$ cat src/rtl/axi_burst_txn_scheduler_pkg.sv
// Shared types and helpers for the M00_AXI burst transaction scheduler.
package axi_sched_pkg;

  typedef enum logic [2:0] {
    IDLE   = 3'd0,
    ARB    = 3'd1,
    LAUNCH = 3'd2,
    WAIT   = 3'd3,
    RESP   = 3'd4
  } sched_state_t;

  // Widest requester set any instance may use; pickers work on this width.
  localparam int MAX_REQ             = 8;
  localparam int TIMEOUT_CYCLES_DFLT = 4096;
  localparam int CNT_W               = $clog2(TIMEOUT_CYCLES_DFLT);

  typedef struct packed {
    logic       found;
    logic [2:0] idx;
  } rr_pick_t;

  // First set bit of req scanning upward from ptr, wrapping at n.
  function automatic rr_pick_t rr_pick(input logic [MAX_REQ-1:0] req,
                                       input logic [2:0]         ptr,
                                       input logic [3:0]         n);
    rr_pick_t   r;
    logic [3:0] c;
    r.found = 1'b0;
    r.idx   = 3'd0;
    for (int i = 0; i < MAX_REQ; i++) begin
      // ptr < n and i < n, so one subtraction brings c back into range
      c = {1'b0, ptr} + 4'(i);
      if (c >= n) begin
        c = c - n;
      end else begin
        c = c;
      end
      if ((4'(i) < n) && !r.found && req[c[2:0]]) begin
        r.found = 1'b1;
        r.idx   = c[2:0];
      end else begin
        r = r;
      end
    end
    return r;
  endfunction

endpackage

$ cat src/rtl/axi_burst_txn_scheduler_arb.sv
// Purely combinational round-robin picker: request vector and pointer in,
// one-hot grant plus binary index out.
module rr_arbiter_comb
  import axi_sched_pkg::*;
#(
  parameter int N = 4
) (
  input  logic [N-1:0]         req,
  input  logic [$clog2(N)-1:0] ptr,
  output logic [N-1:0]         grant,
  output logic [$clog2(N)-1:0] idx,
  output logic                 found
);

  localparam int IW = $clog2(N);

  logic [MAX_REQ-1:0] req_ext;
  logic [2:0]         ptr_ext;
  rr_pick_t           pick;

  // Widen inputs to the picker width and decode the chosen requester.
  always_comb begin
    req_ext        = '0;
    req_ext[N-1:0] = req;
    ptr_ext        = 3'd0;
    ptr_ext[IW-1:0] = ptr;
    pick           = rr_pick(req_ext, ptr_ext, 4'(N));
    found          = pick.found;
    idx            = IW'(pick.idx);
    grant          = '0;
    if (pick.found) begin
      grant[idx] = 1'b1;
    end else begin
      grant = '0;
    end
  end

endmodule

$ cat src/rtl/axi_burst_txn_scheduler.sv
// Shares one M00_AXI burst engine between NUM_REQ requesters: round-robin
// grant, init pulse, wait for a fresh done edge or a watchdog timeout, then a
// one-cycle response to the requester that issued the transaction.
module axi_burst_txn_scheduler
  import axi_sched_pkg::*;
#(
  parameter int NUM_REQ        = 4,
  parameter int ADDR_W         = 32,
  parameter int TIMEOUT_CYCLES = 4096,
  parameter int INIT_PULSE_W   = 1
) (
  input  logic                      ACLK,
  input  logic                      ARESET,
  input  logic [NUM_REQ-1:0]        req_valid,
  input  logic [NUM_REQ-1:0]        req_wr,
  input  logic [NUM_REQ*ADDR_W-1:0] req_addr,
  output logic [NUM_REQ-1:0]        req_ready,
  output logic                      txn_init,
  output logic [ADDR_W-1:0]         txn_addr,
  output logic                      txn_wr,
  input  logic                      txn_done,
  input  logic                      txn_error,
  output logic [NUM_REQ-1:0]        resp_valid,
  output logic                      resp_error,
  output logic                      resp_timeout,
  output logic                      busy,
  output logic [$clog2(NUM_REQ)-1:0] cur_grant
);

  localparam int GW     = $clog2(NUM_REQ);
  localparam int TCNT_W = $clog2(TIMEOUT_CYCLES);
  localparam logic [TCNT_W-1:0] CNT_LAST   = TCNT_W'(TIMEOUT_CYCLES - 1);
  localparam logic [1:0]        PULSE_LAST = 2'(INIT_PULSE_W - 1);
  localparam logic [GW-1:0]     PTR_LAST   = GW'(NUM_REQ - 1);

  sched_state_t        state_q, state_d;
  logic [GW-1:0]       rr_ptr_q, rr_ptr_d;
  logic [GW-1:0]       cur_grant_q, cur_grant_d;
  logic [TCNT_W-1:0]   cnt_q, cnt_d;
  logic [1:0]          pulse_q, pulse_d;
  logic                done_q, done_d;
  logic                txn_init_q, txn_init_d;
  logic [ADDR_W-1:0]   txn_addr_q, txn_addr_d;
  logic                txn_wr_q, txn_wr_d;
  logic [NUM_REQ-1:0]  resp_valid_q, resp_valid_d;
  logic                resp_error_q, resp_error_d;
  logic                resp_timeout_q, resp_timeout_d;
  logic                busy_q, busy_d;

  logic [NUM_REQ-1:0]  arb_grant;
  logic [GW-1:0]       arb_idx;
  logic                arb_found;
  logic                any_req;
  logic                completion;

  rr_arbiter_comb #(.N(NUM_REQ)) u_arb (
    .req   (req_valid),
    .ptr   (rr_ptr_q),
    .grant (arb_grant),
    .idx   (arb_idx),
    .found (arb_found)
  );

  assign any_req = |req_valid;
  // A done level still high from the previous transaction must not count,
  // so only a rising edge seen from the second WAIT cycle on completes.
  assign completion = txn_done & ~done_q & (cnt_q != '0);

  // Acceptance strobe is tied to the ARB cycle in which the grant is decided.
  assign req_ready    = (state_q == ARB) ? arb_grant : '0;
  assign txn_init     = txn_init_q;
  assign txn_addr     = txn_addr_q;
  assign txn_wr       = txn_wr_q;
  assign resp_valid   = resp_valid_q;
  assign resp_error   = resp_error_q;
  assign resp_timeout = resp_timeout_q;
  assign busy         = busy_q;
  assign cur_grant    = cur_grant_q;

  // Next-state and next-output logic for the scheduler FSM.
  always_comb begin
    state_d        = state_q;
    rr_ptr_d       = rr_ptr_q;
    cur_grant_d    = cur_grant_q;
    cnt_d          = cnt_q;
    pulse_d        = pulse_q;
    done_d         = txn_done;
    txn_init_d     = 1'b0;
    txn_addr_d     = txn_addr_q;
    txn_wr_d       = txn_wr_q;
    resp_valid_d   = '0;
    resp_error_d   = 1'b0;
    resp_timeout_d = 1'b0;
    case (state_q)
      IDLE: begin
        if (any_req) begin
          state_d = ARB;
        end else begin
          state_d = IDLE;
        end
      end
      ARB: begin
        if (arb_found) begin
          cur_grant_d = arb_idx;
          txn_addr_d  = req_addr[arb_idx*ADDR_W +: ADDR_W];
          txn_wr_d    = req_wr[arb_idx];
          rr_ptr_d    = (arb_idx == PTR_LAST) ? '0 : arb_idx + GW'(1);
          pulse_d     = 2'd0;
          txn_init_d  = 1'b1;
          state_d     = LAUNCH;
        end else begin
          state_d = IDLE;
        end
      end
      LAUNCH: begin
        if (pulse_q == PULSE_LAST) begin
          cnt_d   = '0;
          state_d = WAIT;
        end else begin
          pulse_d    = pulse_q + 2'd1;
          txn_init_d = 1'b1;
        end
      end
      WAIT: begin
        if (completion) begin
          resp_valid_d[cur_grant_q] = 1'b1;
          resp_error_d              = txn_error;
          state_d                   = RESP;
        end else if (cnt_q == CNT_LAST) begin
          resp_valid_d[cur_grant_q] = 1'b1;
          resp_error_d              = 1'b1;
          resp_timeout_d            = 1'b1;
          state_d                   = RESP;
        end else begin
          cnt_d = cnt_q + TCNT_W'(1);
        end
      end
      RESP: begin
        if (any_req) begin
          state_d = ARB;
        end else begin
          state_d = IDLE;
        end
      end
      default: begin
        state_d = IDLE;
      end
    endcase
    busy_d = (state_d != IDLE);
  end

  // State and registered outputs; reset abandons any transaction silently.
  always_ff @(posedge ACLK) begin
    if (ARESET) begin
      state_q        <= IDLE;
      rr_ptr_q       <= '0;
      cur_grant_q    <= '0;
      cnt_q          <= '0;
      pulse_q        <= 2'd0;
      done_q         <= 1'b0;
      txn_init_q     <= 1'b0;
      txn_addr_q     <= '0;
      txn_wr_q       <= 1'b0;
      resp_valid_q   <= '0;
      resp_error_q   <= 1'b0;
      resp_timeout_q <= 1'b0;
      busy_q         <= 1'b0;
    end else begin
      state_q        <= state_d;
      rr_ptr_q       <= rr_ptr_d;
      cur_grant_q    <= cur_grant_d;
      cnt_q          <= cnt_d;
      pulse_q        <= pulse_d;
      done_q         <= done_d;
      txn_init_q     <= txn_init_d;
      txn_addr_q     <= txn_addr_d;
      txn_wr_q       <= txn_wr_d;
      resp_valid_q   <= resp_valid_d;
      resp_error_q   <= resp_error_d;
      resp_timeout_q <= resp_timeout_d;
      busy_q         <= busy_d;
    end
  end

endmodule

$ cat config.mk
export PLATFORM = sky130hd
export DESIGN_NAME = axi_burst_txn_scheduler
export DESIGN_NICKNAME = d
export VERILOG_FILES = /design/src/rtl/axi_burst_txn_scheduler_pkg.sv /design/src/rtl/axi_burst_txn_scheduler_arb.sv /design/src/rtl/axi_burst_txn_scheduler.sv
export SDC_FILE = /design/constraint.sdc
export NUM_CORES = 1
export LEC_CHECK = 0
export BUFFER_PORTS_ARGS = -buffer_cell sky130_fd_sc_hd__buf_4
export CAP_MARGIN = 20
export CORE_ASPECT_RATIO = 1.2
export CORE_MARGIN = 5
export CORE_UTILIZATION = 41
export CTS_CLUSTER_SIZE = 14
export DETAILED_ROUTE_END_ITERATION = 16
export GPL_TIMING_DRIVEN = 0
export PLACE_DENSITY = 0.81
export SLEW_MARGIN = 25
export SYNTH_ARGS = -nofsm -noshare
export SYNTH_HDL_FRONTEND = slang
export SYNTH_SLANG_ARGS = --single-unit
$ cat constraint.sdc
create_clock -name ACLK -period 2.1 [get_ports ACLK]
set_input_delay 0.42 -clock ACLK [delete_from_list [all_inputs] [get_ports ACLK]]
set_output_delay 0.42 -clock ACLK [all_outputs]
set_load 0.05 [all_outputs]
==> results.md, run 1 <==
- Synthesis instantiated 48 different standard cells from the library.
- The total number of nets in the final design is 708.
- The predominant post-synthesis flop cell is dfxtp_1.
- The via count of the first global-routing pass is 3739.
- Power comes to 4.24 mW.
- Setup violations remaining at the end of the flow were counted as 4.
- The worst setup skew after layout is 9.86 ps.
- At the worst endpoint, the required time is 1680 ps.
- The leakage power figure is 2.40 nW.
- The clock drives 63 sinks.
- Setup total negative slack on the finished layout was measured at -528 ps.
- For this run, the slowest stage of the critical path takes 340 ps.
- In this run the vertical extent of the chip is 110 um.
- The number of antenna violations at the first check in global routing is 0.
- The worst setup path is launched from a flop.
- In this design, the largest share of critical-path delay is due to buffers and inverters.
- TritonCTS built the clock tree.
- No sink is reached through more buffers than the 2 on the longest clock path.
- The repair_antennas step left the layout with diodes totalling 0.
- The total count of hold-check failures in the final report came to 0.
- The routed layout has 3687 vias.
- Entering global routing, the biggest net connects 11 pins.
- The checks that failed: setup timing.
- In the finished design, the share of the clock period the worst path needs comes to 1.07.
- The final cell count without fillers is 680.
- In this run the power density over the cells is 776 nW/um2.
- The proportion of register bits with asynchronous set or reset after synthesis is 0.
- The minimum setup slack in the final design is -138 ps.
- In the final layout, the share of cells above drive strength 1 is 0.472.
- Measured against its own limit, the worst slew margin works out to 0.667.
- The cell with the largest stage delay on the worst path is dfxtp_2.
- Along the worst path, the maximum fanout reaches 5.
- The final count of pins violating max slew is 0.
- The clock transition at the register clock pins on the worst setup and hold paths after CTS is 70 ps.
- The number of clock buffers added by TritonCTS is 9.
- For this run, global-route usage on met1 was measured as 0.268.
- In the layout the commonest cells are buf_4, mux2i_1, dfxtp_1.
- Detailed placement ended at an HPWL of 9800 um.
- The met3 track demand over resource is 0.0665.
- The synthesized netlist cell count is 353.
- The critical path arrival is 1820 ps.
- The residual antenna-violating net count after detailed routing is 0.
- The final weighted congestion of routability-driven global placement is 0.850.
- For the worst-skew pair, the clock arrives at the later sink with an insertion delay of 340 ps.
- The area inside the core boundary is 8150 um2.
- The mean routed wirelength per cell is 18.2 um.
- The residual overflow from global routing is 0.
- Summing all multi-input logic gate instances after layout gives 2090 um2.
- After global routing, the most crowded layer is met2.
- For this run, the total global-route usage over all layers was measured as 0.231.
- Summed over all layers, the routed wires come to 12400 um.
- For this run, the register share of the synthesized area comes to 0.367.
- The number of warning messages in the yosys log is 0.
- The total number of placement rows is 36.
- The area of all sequential standard cells is 1270 um2.
- The number of nets handed over by synthesis was 500.
- Using the TritonRoute via totals, the vias-per-cell ratio works out to 5.42.
- The initial core utilization is 0.421.
- The critical path goes through inv_4, a221oi_2, o22a_1, buf_6, buf_12, inv_6, ha_4, and3_4, buf_8.
- Averaged over all synthesized cells, the footprint is 9.73 um2.
- During placement, the flow inserted port buffers numbering 186.
- Once layout is complete, the utilization of the core stands at 0.671.
- Prior to clock tree synthesis, the placed netlist has a worst setup slack of -400 ps.
- Setup repair after global routing could not meet its margin everywhere.
- The pre-antenna-repair detailed-routing pass consisted of 4 iterations.
- The count of state elements after synthesis is 63.
- Max-cap violations in this run came to 0.
- Relative to the synthesized area, the layout overhead comes to 59.2%.
- The synthesized netlist occupies a cell area of 3430 um2.
- The initial DRC count is 208.
- After detailed placement, the design holds a cell count of 653.
- Subtracting the final worst setup slack from the clock period gives 2240 ps.
- STA classifies the critical path endpoint as a primary output.
- In this run the clock root is driven by a clkbuf_8.
- The level count of the clock H-tree is 3.
- Yosys mapped a number of flops with a built-in enable equal to 0.
- The die is 93.6 um wide.
- 187 I/O pins were placed.
- For the pin with the worst max-slew slack, the measured transition is 492 ps.
- The run finished, with violations left.
- The critical path is of the flop to primary output type.
- For met2 alone, demand over resource in global routing was 0.411.
- The kind of path behind the tightest hold check is input port to flop.
- The achievable frequency is 447 MHz.
- The number of buffer and inverter stages on the critical path is 5.
- The library cell used most frequently in the layout, excluding fill and tap cells, is buf_4.
- The first-pass GRT wire length is 18500 um.
- The worst-case IR drop observed on VDD is 429 uV.
- For this run, design rule violations remaining after detail routing come to 0.
- The die covers 10300 um2.
- The total of fill cells in the finished design is 635.
==> synthesized netlist by cell type (3+ instances only) <==
cell      number  area, um2
mux2i_1       68        681
dfxtp_1       63       1260
nand3b_1      34        255
o221ai_1      33        289
buf_2         16       80.1
a21oi_1       14       70.1
nor2_1        14       52.6
inv_1         12       45.0
nand2_1        9       33.8
clkbuf_1       7       26.3
ha_1           7       87.6
o21ai_0        7       35.0
or3_1          6       37.5
and3_1         5       31.3
nand3_1        5       25.0
or4_1          4       30.0
a221oi_1       3       26.3
buf_4          3       22.5
nand4_1        3       18.8
nor3_1         3       15.0
nor4b_1        3       26.3
o31ai_1        3       22.5
==> cell type report <==
class	count	area share
multi-input cells	250	0.383
repair buffers	197	0.276
flip-flops and latches	63	0.232
inverters	13	0.0108
plain buffers	27	0.0316
clock buffers	13	0.0291
clock inverters	3	0.0119
well taps	114	0.0261
==> power by group <==
group	switching (mW)	total (mW)	internal (mW)
clock network	0.468	1.20	0.733
registers	0.0878	1.40	1.32
logic	0.943	1.64	0.695
==> repair_timing <==
action / 4_1_cts / 5_1_grt
hold buffers: 0 / 0
pin swaps: 2 / 8
resized for setup: 30 / 18
buffers inserted: 3 / 8
endpoints found under the setup margin: 13 / 18
==> sequential cells by signal, summed over array words and instances (netlist names) <==
register / cells
resp_error: 1
state_q: 3
busy: 1
txn_wr: 1
resp_timeout: 1
rr_ptr_q: 2
txn_addr: 32
txn_init: 1
resp_valid: 4
done_q: 1
cur_grant: 2
cnt_q: 12
pulse_q: 2
==> metal layers <==
layer | wire, um | vias up | share of wire
met5 | 0 | - | 0
met4 | 259 | 0 | 0.021
met3 | 901 | 25 | 0.073
met2 | 6500 | 167 | 0.52
met1 | 4740 | 1737 | 0.38
li1 | - | 1758 | -
==> kinds of logic (layout without fill, tap and decap cells) <==
family	after synthesis	after routing	share of synthesized area
AND/OR/NAND/NOR	103	103	0.194
AO/OA/AOI/OAI	70	70	0.155
multiplexers	68	68	0.198
flip-flops	63	63	0.367
buffers and inverters	40	253	0.0550
adder cells (fa/ha/maj)	7	7	0.0255
XOR/XNOR	2	2	0.00510
==> metrics by stage <==
stage | hold WS (ps) | cell area [um2]
2_1_floorplan | 456 | 3450
3_3_place_gp | 481 | 4990
3_5_place_dp | 484 | 4990
4_1_cts | 283 | 5350
5_1_grt | 279 | 5470
6_report | 290 | 5470
==> worst reg2reg max path, cell delays in order, from the launching register on <==
cell     delay, ps
dfxtp_2        330
inv_1           50
ha_2           180
nor4b_2        150
a311o_2        460
and2_4         190
or3_4          420
inv_4           70
and3_1         150
==> worst paths after layout <==
| path | startpoint | endpoint | slack (ps) | cells past startpoint |
|---|---|---|---|---|
| max | rr_ptr_q[0] | req_ready[0] | -140 | 9 |
| min | txn_error | resp_error | 290 | 2 |
| max reg2reg | cnt_q[0] | resp_valid[3] | 30 | 8 |
| min reg2reg | cnt_q[11] | cnt_q[11] | 490 | 2 |
Note: power is estimated with default switching activity, not from simulation.
==> run 2: changes to the inputs <==
==> constraint.sdc (replaced) <==
create_clock -name ACLK -period 2.1 [get_ports ACLK]
set_input_delay 0 -clock ACLK [delete_from_list [all_inputs] [get_ports ACLK]]
set_output_delay 0 -clock ACLK [all_outputs]
set_load 0.05 [all_outputs]
==> run 2 against run 1 <==
Against the previous run:
- the flow finishes with violations (hold timing, setup timing)
- critical endpoint is now txn_addr[9]
- sequential share of layout area down 2.7 points
- clock skew up 4.1 ps
- utilization up 8.8 points
- wire length up 43%
- fmax up 6.5%
==> results.md, run 2 (synthesis results as in run 1) <==
- The first-pass iteration count of the detailed router is 6.
- The initial DRC count is 462.
- The final count of pins violating max slew is 0.
- In this run, CTS created clock tree buffers numbering 9.
- Summing internal, switching and leakage power gives 4.34 mW.
- The number of top-level pins is 187.
- In this run the clock root is driven by a clkbuf_8.
- The total number of placement rows is 36.
- The power density relative to cell area is 702 nW/um2.
- Across the run, the number of max-cap violations was 0.
- The part of the cycle the worst path needs is 1.00.
- The level count of the clock H-tree is 3.
- The library cells used most frequently in the layout, excluding fill and tap cells, are buf_4, dlygate4sd3_1, mux2i_1.
- Of all nets on the critical path, the largest fanout is 10.
- Setup violations remaining at the end of the flow were counted as 1.
- Of the total power, registers draw 0.327.
- After global routing the overflow that remains totals 0.
- Of the total power, combinational logic draws 0.422.
- The path depth of the worst reg2reg path is 7.
- The tree built by TritonCTS fans out to 63 sinks.
- The layout-stage area growth over the synthesis result is 80.1%.
- The later pin in the worst-skew pair is clocked with a latency of 350 ps.
- The routed layout has 4588 vias.
- Static timing analysis puts the maximum clock frequency at 476 MHz.
- The critical path arrival is 2290 ps.
- The count of input and output buffers is 186.
- The worst path in the final design needs a cycle of 2100 ps, including I/O delays and setup.
- The via count of the first global-routing pass is 4707.
- Once routing completed, OpenROAD measured the worst setup slack at -2.33 ps.
- The final cell count without fillers is 765.
- The internal power is 2.69 mW.
- The aggregate global-route resource usage is 0.317.
- The kind of end point of the critical path is a flop.
- The worst supply voltage drop on vdd is 355 uV.
- Counting along the longest clock path gives a buffer depth of 2.
- The first global-routing pass estimated 25000 um of wire.
- The leakage power figure is 2.75 nW.
- The critical path in this run is classified as flop to flop.
- The pin count of the biggest net entering global routing is 12.
- The checks that failed: hold timing, setup timing.
- In the final layout, the share of cells above drive strength 1 is 0.396.
- The min-delay analysis places its worst path in the category input port to flop.
- The number of antenna violations at the first check in global routing is 1.
- The flow ran to the end, but the final reports show violations.
- The floorplan die width is 93.6 um.
- The switching power summed over all nets is 1.65 mW.
- TritonCTS built the clock tree.
- The clock transition at the register clock pins on the worst setup and hold paths after CTS is 70 ps.
- Measured along the y axis, the die boundary spans 110 um.
- The clock network power share is 0.252.
- STA classifies the critical path startpoint as a flop.
- The HPWL after detailed placement is 9820 um.
- The area of the die is 10300 um2.
- Across the routed clock network, the largest skew measured is 14.0 ps.
- After detailed placement, the design holds a cell count of 653.
- The transition time at the pin with the least slew margin is 491 ps.
- The remaining routing DRC violations is 0.
- The library cell used most frequently in the layout, excluding fill and tap cells, is buf_4.
- Final hold analysis gives a worst-case slack of -5.77 ps.
- The region available for standard cell placement spans 8150 um2.
- The total detailed-routing wirelength is 17700 um.
- Headroom to the max-slew limit came out at 0.668.
- Counting instances, the worst hold path has a depth of 3.
- The critical path data required time is 2280 ps.
- The flip-flop count of the largest register, all copies and words added is 32.
- The final weighted congestion of routability-driven global placement is 0.882.
- Of the total power, the share spent switching nets is 0.381.
- The count of nets left with antenna violations once routing finished came out at 0.
- For this configuration, the core starts out at a cell density of 0.421.
- Dividing the detail-routed wire length by the instance count gives 23.2 um.
- The total count of hold-check failures in the final report is 1.
- The via density per instance is 6.00.
- For this run, the post-layout net count is 792.
[run 2: worst paths after layout]
| check | from | to | slack [ps] |
|---|---|---|---|
| max | rr_ptr_q[1] | txn_addr[9] | -2 |
| min | req_addr[125] | txn_addr[29] | -6 |
| max reg2reg | rr_ptr_q[1] | txn_addr[9] | -2 |
| min reg2reg | cnt_q[11] | cnt_q[11] | 500 |
[run 2: power by group through the flow]
stage                     registers [mW]  logic, mW  clock network, mW
after detailed placement            1.42       1.51                  0
after CTS                           1.40       1.65               1.08
after floorplan                     1.76      0.595                  0
final                               1.42       1.83               1.09
after global placement              1.41       1.49                  0
after global routing                1.43       1.89               1.14
[run 2: final cells by class]
class | count | area (um2)
Timing Repair Buffer | 281 | 2320
Antenna cell | 2 | 5.00
Buffer | 27 | 164
Inverter | 13 | 48.8
Fill cell | 464 | 1970
Clock inverter | 4 | 45.0
Sequential cell | 63 | 1260
Multi-Input combinational cell | 250 | 2040
Tap cell | 114 | 143
Clock buffer | 11 | 151
[run 2: timing repair]
action                                  in CTS  in global routing
pin swaps                                    0                  3
hold buffers                                84                  0
buffers inserted                             0                 11
hold endpoints to repair                    32                  0
resized for setup                            6                 17
endpoints found under the setup margin      13                 39
[run 2: routing by layer]
layer / global-route usage / share of wire / up-vias
met3: 0.109 / 0.11 / 93
met2: 0.521 / 0.49 / 371
met1: 0.353 / 0.34 / 2194
met4: 0.196 / 0.063 / 0
li1: - / - / 1930
met5: 0 / 0 / -
[run 2: critical path, cell delays in order (launching register included)]
cell	delay, ps
dfxtp_2	400
inv_1	60
a221oi_2	200
o22a_1	210
buf_6	140
buf_2	320
mux2i_1	390
o221ai_1	220
[run 2: metrics by stage]
stage               worst slack (ps)  setup TNS [ps]  utilization  instance area, um2
floorplan                        216               0            -                3430
global placement                12.4               0        0.610                4970
detailed placement             -29.3            -157        0.610                4970
CTS                             5.33               0        0.740                6030
global route                   -32.3           -32.3        0.758                6180
finish                         -2.33           -2.33        0.759                6180
==> run 3: changes to the inputs <==
- clock period: 2.1 -> 1.9 ns (I/O delays scaled with it)
==> run 3 against run 2 <==
Against the previous run:
- the run still ends with hold timing, setup timing left
- sequential power up 11%
- non-clock buffer count up 5
- cell count increased by 0.52%
- clock power grew 13%
- worst hold slack lost 4.6 ps
- critical path type unchanged
- highest routed layer unchanged
==> results.md, run 3 (synthesis results as in run 1) <==
- The final reports fail on hold timing, setup timing.
- The clock transition at the register clock pins on the worst setup and hold paths after CTS is 70 ps.
- The setup path with the least slack is of type flop to flop.
- Summed over all failing endpoints, the final setup total negative slack is -1110 ps.
- The largest driver fanout on the critical path is 10.
- In the global route stage, overall resource usage came out at 0.309.
- The die span in y is 110 um.
- TritonCTS built the clock tree.
- The clock passes through at most 2 buffers.
- The most frequent standard cell in the layout excluding fill and tap cells is buf_4.
- The residual overflow from global routing is 0.
- The peak per-stage delay on the critical path is 340 ps.
- Dividing the final minimum period by the clock period gives 1.08.
- The total count of hold-check failures in the final report is 2.
- The pre-CTS setup slack is -229 ps.
- The number of endpoints failing setup at the final stage is 26.
- Data on the critical path is required at its endpoint by 2090 ps.
- The critical path arrival is 2240 ps.
- In this run the power density over the cells is 770 nW/um2.
- For this run, design rule violations remaining after detail routing come to 0.
- The proportion of layout cells with a drive suffix above 1 is 0.427.
- The worst hold slack is -10.3 ps.
- The clock tree synthesis step divided the H-tree into 3 levels.
- The smallest clock period supported by the final layout is computed as 2050 ps.
- Between clock sinks in the finished design, the worst skew comes to 20.7 ps.
- met2 is the most crowded layer.
- The HPWL after detailed placement is 9820 um.
- The kind of path behind the tightest hold check is input port to flop.
- After the first detailed-routing iteration, the DRC count stood at 520.
- The count of cells in the finished layout, fillers not included, comes to 769.
- After detailed routing, the average wire length per cell comes to 24.0 um.
- The final weighted congestion of routability-driven global placement is 0.882.
- The remaining max-slew budget at the tightest pin is 0.611.
- In the post-route analysis, the smallest setup slack over all paths is -154 ps.
- The initial utilization of the core area, before any placement, comes to 0.421.
- The met3 track demand over resource is 0.0862.
- The number of antenna violations at the first check in global routing came to 0.
- Setup repair after global routing could not meet its margin everywhere.
- The startpoint type of the worst setup path is a flop.
- Row generation in the floorplan step produced 36 rows.
- Counting the buffers created by CTS gives 9.
- For the pin with the worst max-slew slack, the measured transition is 575 ps.
- The residual antenna-violating net count after detailed routing is 0.
- The cell with the largest stage delay on the worst path is dfxtp_2.
- The total number of nets in the final design is 797.
- The cell area after layout is 6470 um2.
- In the final layout, flip-flops and latches occupy 1270 um2.
- Summing all placed instances gives a cell area of 4970 um2.
- The via count of the first global-routing pass is 4697.
- The final count of pins violating max slew is 0.
- Counting tap cells, the placed design contains a total of 653 instances.
- The first-pass iteration count of the detailed router is 5.
- The kind of end point of the critical path is a flop.
- The die is 93.6 um wide.
- Counting the fill cells in the layout gives 409.
- Detailed routing inserted a total of 4671 vias.
- The count of input and output buffers is 186.
- 187 I/O pins were placed.
- The flip-flop count of the largest register, all copies and words added is 32.
- The flow ran to the end, but the final reports show violations.
- The achievable frequency is 487 MHz.
- The met2 routing resource usage after global routing is 0.528.
- Clock latency on the worst-skew pair, taken at its later pin, is 360 ps.
- The area growth from synthesis to layout is 88.5%.
- The worst supply voltage drop on vdd is 398 uV.
- The area inside the core boundary is 8150 um2.
- The clock sink count is 63.
- The via density per instance is 6.07.
- The area used by multi-input combinational logic is 2200 um2.
- For met1 alone, demand over resource in global routing was 0.341.
- The tree is rooted in a clkbuf_8.
- The floorplan step defined a die boundary enclosing 10300 um2.
- In the layout the commonest cells are buf_4, dlygate4sd3_1, mux2i_1.
- The first-pass GRT wire length is 24200 um.
- The total detailed-routing wirelength is 18400 um.
- Traced cell by cell, the critical path runs through inv_4, a221oi_4, o22a_1, buf_6, buf_2, mux2i_1, o221ai_1.
- The post-route core utilization is 0.794.
- The pin count of the biggest net entering global routing is 12.
- The leakage power figure is 2.80 nW.
- The total design power is 4.99 mW.
- The tool flagged a number of max-cap violations equal to 0.
run 3: cell count changes in the layout (fill, tap and decap cells not counted), sizes merged:
cell         change
diode            -1
buf              +4
dlygate4sd3      +1
run 3: worst paths after layout:
kind / startpoint / end / slack [ps] / cells past startpoint
hold reg to reg: cnt_q[11] / cnt_q[11] / 500 / 2
hold / removal: req_addr[43] / txn_addr[11] / -10 / 3
setup / recovery: rr_ptr_q[0] / txn_addr[9] / -150 / 7
setup reg to reg: rr_ptr_q[0] / txn_addr[9] / -150 / 7
run 3: layout make-up:
cell class,count,share of cell area
inverter,13,0.00831
clock inverter,4,0.00696
sequential,63,0.196
tap,114,0.0220
multi-input combinational,250,0.340
timing repair buffer,287,0.376
buffer,26,0.0278
antenna,1,0.000387
clock buffer,11,0.0234
run 3: power by group:
group | internal (mW) | leakage, nW | switching (mW)
Combinational | 0.954 | 2.18 | 1.23
Clock | 0.664 | 0.105 | 0.562
Sequential | 1.45 | 0.515 | 0.122
Total | 3.07 | 2.80 | 1.91
run 3: what timing repair did:
| action | 4_1_cts | 5_1_grt |
|---|---|---|
| buffers inserted | 8 | 7 |
| pin swaps | 5 | 12 |
| resized for setup | 34 | 36 |
| hold buffers | 84 | 1 |
| cloned | 0 | 1 |
| endpoints found under the hold margin | 31 | 1 |
| setup endpoints to repair | 30 | 51 |
run 3: metal layers:
layer  vias to the layer above  share of wire  routed length (um)
met4                         0          0.065                1210
met3                       109           0.11                2010
li1                       1939              -                   -
met2                       415           0.49                8970
met5                         -              0                   0
met1                      2208           0.34                6240
run 3: worst max-delay path: cells and delay by family (launching register included):
family                 cells  cell delay (ps)
AOI/OAI and AO/OA          3              690
buffers and inverters      3              550
DFF                        1              340
muxes                      1              310
